### src/rtl/lut7_cfg_ctrl.sv
// rtl/lut7_cfg_ctrl.sv - LUT7 truth table with shadow config loader and two-port round-robin lookup
// Shadow words load in any order; LAST commits the whole shadow into the active table in one cycle.
module lut7_cfg_ctrl #(
  parameter logic [127:0] INIT = 128'h0
) (
  input  logic        CLK,
  input  logic        RESETN,
  input  logic        CFG_VALID,
  output logic        CFG_READY,
  input  logic [2:0]  CFG_ADDR,
  input  logic [15:0] CFG_DATA,
  input  logic        CFG_LAST,
  output logic        COMMIT_DONE,
  input  logic        REQ0_VALID,
  input  logic [6:0]  REQ0_IDX,
  output logic        REQ0_READY,
  input  logic        REQ1_VALID,
  input  logic [6:0]  REQ1_IDX,
  output logic        REQ1_READY,
  output logic        RSP_VALID,
  output logic        RSP_ID,
  output logic        RSP_F
);

  typedef enum logic [1:0] {
    IDLE   = 2'd0,
    LOAD   = 2'd1,
    COMMIT = 2'd2
  } state_t;

  state_t       state;
  state_t       state_nxt;
  logic [127:0] active;
  logic [127:0] shadow;
  logic         rr;
  logic         open;
  logic         cfg_accept;
  logic         grant0;
  logic         grant1;

  // Handshakes are held off in reset and for the single COMMIT cycle.
  always_comb begin
    state_nxt  = state;
    open       = RESETN && (state != COMMIT);
    cfg_accept = CFG_VALID && open;
    grant0     = open && REQ0_VALID && (!REQ1_VALID || !rr);
    grant1     = open && REQ1_VALID && (!REQ0_VALID || rr);
    case (state)
      IDLE, LOAD: begin
        if (cfg_accept) state_nxt = CFG_LAST ? COMMIT : LOAD;
      end
      COMMIT:  state_nxt = IDLE;
      default: state_nxt = IDLE;
    endcase
  end

  assign CFG_READY  = open;
  assign REQ0_READY = grant0;
  assign REQ1_READY = grant1;

  always_ff @(posedge CLK or negedge RESETN) begin
    if (!RESETN) begin
      state       <= IDLE;
      active      <= INIT;
      shadow      <= INIT;
      rr          <= 1'b0;
      RSP_VALID   <= 1'b0;
      RSP_ID      <= 1'b0;
      RSP_F       <= 1'b0;
      COMMIT_DONE <= 1'b0;
    end else begin
      state       <= state_nxt;
      COMMIT_DONE <= (state == COMMIT);
      if (state == COMMIT) active <= shadow;
      if (cfg_accept) shadow[{CFG_ADDR, 4'b0000} +: 16] <= CFG_DATA;
      // Lookups read the active table only, so a LAST-cycle grant still sees the old table.
      if (grant0) begin
        RSP_VALID <= 1'b1;
        RSP_ID    <= 1'b0;
        RSP_F     <= active[REQ0_IDX];
        rr        <= 1'b1;
      end else if (grant1) begin
        RSP_VALID <= 1'b1;
        RSP_ID    <= 1'b1;
        RSP_F     <= active[REQ1_IDX];
        rr        <= 1'b0;
      end else begin
        RSP_VALID <= 1'b0;
      end
    end
  end

endmodule

### config.mk
export PLATFORM = sky130hd
export DESIGN_NAME = lut7_cfg_ctrl
export DESIGN_NICKNAME = d
export VERILOG_FILES = /design/src/rtl/lut7_cfg_ctrl.sv
export SDC_FILE = /design/constraint.sdc
export NUM_CORES = 1
export LEC_CHECK = 0
export ABC_CLOCK_PERIOD_IN_PS = 5900
export CORE_MARGIN = 2
export CORE_UTILIZATION = 33
export DETAILED_ROUTE_END_ITERATION = 16
export HOLD_SLACK_MARGIN = 0.08
export PLACE_DENSITY = 0.48
export SLEW_MARGIN = 20
export SYNTH_ARGS = -nofsm -noshare
export SYNTH_HDL_FRONTEND = slang
export SYNTH_SLANG_ARGS = --single-unit
### constraint.sdc
create_clock -name CLK -period 5.9 [get_ports CLK]
set_input_delay 1.18 -clock CLK [delete_from_list [all_inputs] [get_ports CLK]]
set_output_delay 1.18 -clock CLK [all_outputs]
set_load 0.03 [all_outputs]
==> impl_metrics.yaml <==
detailed_routing:
  drc_errors: 0
  first_pass_iters: 6
  avgViaCountPerCell: 5.10
  vias: 8008
  ant_nets: 0
  wl_per_cell_microns: 21.3
  first_iter_violations: 548
  wl_microns: 33500
grt:
  grt_start_max_net_pins: 79
  antenna_found_initial: 4
  grt_use_total_pct: 18.0
  grt_pass1_vias: 8334
  grt_pass1_wl_microns: 52500
  overflow: 0
clock_network:
  cts_root_buf: "clkbuf_16"
  postCtsSetupRepairBufs: 0
  cts_resized: 0
  postCtsHoldBufs: 0
  cts_max_level: 1
  clkSlewWorstSetupHoldPaths_ns: 0.06
  cts_tree: "built"
  clock_sinks: 263
  clock_latency_ns: 0.55
  numCtsBuffers: 29
  clockBufferDepth: 3
yosys:
  synth-simple-area-share_pct: 15.6
  ys_types: 43
  ys_warn_count: 0
  synth.avg_cell_area_sq_um: 11.5
  synth_edf_count: 0
  ys_ff_latch: 263
  synthArstFlopShare_pct: 100
  synth-main-ff-cell: "dfrtp_1"
  synth_area_leaders: "dfrtp_1, nand2_1, mux2_2"
  netlist_instances: 1051
  synthMuxAreaShare_pct: 25.0
  synth_seq_area_share_pct: 54.5
  synth_xor_area_share_pct: 0
  synth_top_family_by_area: "multiplexers"
  yosys.area_share.adder_pct: 0.311
  synth_compound_area_share_pct: 1.88
  syn_nets: 1093
  synth_top_area_share_pct: 54.5
  synth_top_area_cell: "dfrtp_1"
  syn-cell-area_sq_um: 12100
setup_path:
  worstPathCellList: "clkdlybuf4s50_1, inv_1, o2111ai_1, inv_1, clkdlybuf4s50_1"
  cp_max_fo: 6
  critical_path_arrival_ns: 3.16
  regToRegEndpoint: "shadow[45]$_DFFE_PN0P_"
  ff2ff_path_depth: 6
  required_ns: 4.72
  critPathKind: "primary input to primary output"
  cp.depth: 5
  end_kind: "primary output"
  critPathLaunchType: "primary input"
  crit_buf_inv: 4
  regToRegSetupSlack_ns: 2.94
  critical_path.slowest_cell: "clkdlybuf4s50_1"
  cp_top_family: "buffers and inverters"
  worstReg2RegStart: "state[1]$_DFFE_PN0P_"
  crit_path_end: "REQ1_READY"
  slowest_delay_ns: 0.66
  cp-startpoint: "REQ0_VALID"
placed_design:
  dpl_worst_slack_ns: 1.59
  place_congestion: 0.776
  numPortBuffers: 45
  dp_hpwl_microns: 21300
sta:
  min_period_ns: 4.34
  fin_ws_ns: 1.56
  fin_tns_setup_ns: 0
  worst_slew_pin_slew_ns: 1.09
  relSlewSlack_pct: 27.3
  post-route-period-util_pct: 73.6
  maxSlewViolCount: 0
  fmax_mhz: 230
  rsz0062_at_grt: "no"
  setup_viol: 0
  hold_violations: 0
  skew_ns: 0.0183
run:
  maxCapViolations: 0
floorplan:
  rows: 70
  dieWidth_microns: 195
  die_area_sq_um: 38200
  die_height_microns: 195
  io_pins: 46
  core_area_sq_um: 36300
  initial_core_util_pct: 33.2
status:
  status: "finished, final reports clean"
hold_path:
  hold_class: "flip-flop to flip-flop"
power_and_ir_drop:
  power.share.clock_pct: 33.9
  p_int_mw: 4.05
  ir_drop_v: 0.000175
  p_sw_mw: 1.55
  p_per_area_nw_per_um2: 401
  power_mw: 5.60
  power.share.sequential_pct: 47.4
  combPwrFrac_pct: 18.7
  swShare_pct: 27.7
  power_leakage_nw: 6.57
cells_and_area:
  final_core_util_pct: 38.4
  nFillCells: 3499
  layout.nets: 1120
  layout-drive-gt1-share_pct: 24.0
  areaGrowthSynthToFinish_pct: 15.4
## state kept, by name (all words and copies together), names as in the netlist
signal and flops:
COMMIT_DONE 1, RSP_ID 1, rr 1, active 128, state 2, RSP_F 1, RSP_VALID 1, shadow 128
## worst register-to-register path, stage by stage, from the launching register on
cell and delay [ns]:
dfrtp_1 0.42, nand2b_4 0.22, and2_1 0.18, nand2_1 0.15, or4_1 0.61, nor2_2 0.83
mux2_2 0.44
## cell usage in the layout (no fill, tap or decap), types with 5 or more instances in the layout
cell	Yosys	final
nand2_1	405	405
dfrtp_1	263	263
mux2_2	133	133
mux4_2	57	57
clkdlybuf4s50_1	0	40
clkbuf_16	0	29
mux2i_1	19	19
buf_4	4	15
nor2_1	14	14
inv_1	11	10
nand3_1	10	10
clkbuf_8	0	6
clkbuf_1	37	6
clkinv_2	0	6
nand4_1	5	5
nor2b_1	5	5
## metal layers
metal / part of all wire (%) / global-route usage [%]
met2: 50 / 31.3
met1: 45 / 24.5
met4: 1.5 / 3.56
met5: 0 / 0
met3: 3.9 / 2.19
## worst min path at each step
stage                                      start                endpoint  slack [ns]  depth (start not counted)
after floorplan             state[1]$_DFFE_PN0P_    state[0]$_DFFE_PN0P_        0.43                          1
after global placement    shadow[63]$_DFFE_PN0P_  active[63]$_DFFE_PN0P_        0.44                          2
after detailed placement  shadow[33]$_DFFE_PN0P_  active[33]$_DFFE_PN0P_        0.45                          2
after CTS                 shadow[44]$_DFFE_PN0P_  active[44]$_DFFE_PN0P_        0.46                          2
after global routing      shadow[54]$_DFFE_PN0P_  active[54]$_DFFE_PN0P_        0.48                          2
final                     shadow[33]$_DFFE_PN0P_  active[33]$_DFFE_PN0P_        0.46                          2
## cell families after synthesis
group                    Yosys count
AND/OR/NAND/NOR                  469
flip-flops                       263
multiplexers                     211
buffers and inverters             75
AO/OA/AOI/OAI                     30
adder cells (fa/ha/maj)            3
## power by group through the flow
stage | clock [mW] | sequential [mW] | combinational [mW]
floorplan | 0 | 2.58 | 0.782
global placement | 0 | 2.67 | 1.04
detailed placement | 0 | 2.68 | 1.06
CTS | 1.94 | 2.65 | 1.06
global route | 2.02 | 2.73 | 1.17
finish | 1.90 | 2.65 | 1.05
## synth_stat cells, drive strengths merged (6+ instances only)
cell      n
mux2i    19
nand3    10
nor3      6
nand2   405
clkbuf   37
dfrtp   263
mux2    133
buf      27
mux4     59
nor2     17
inv      11
## per-stage QoR
step,cell area (sq um),hold WS (ns),cells
after floorplan,12100,0.427,1051
after global placement,12900,0.443,1515
after detailed placement,12900,0.449,1515
after CTS,13900,0.459,1568
after global routing,13900,0.480,1568
final,13900,0.457,1569
## area by class of cell
cell class / instances / area, sq um / area share, %
flip-flops and latches: 263 / 6580 / 47.2
multi-input cells: 713 / 5190 / 37.2
clock buffers: 41 / 831 / 5.96
well taps: 468 / 586 / 4.20
repair buffers: 60 / 548 / 3.93
clock inverters: 12 / 165 / 1.18
inverters: 11 / 43.8 / 0.314
diodes: 1 / 2.50 / 0.0179
Note: power is estimated with default switching activity, not from simulation.
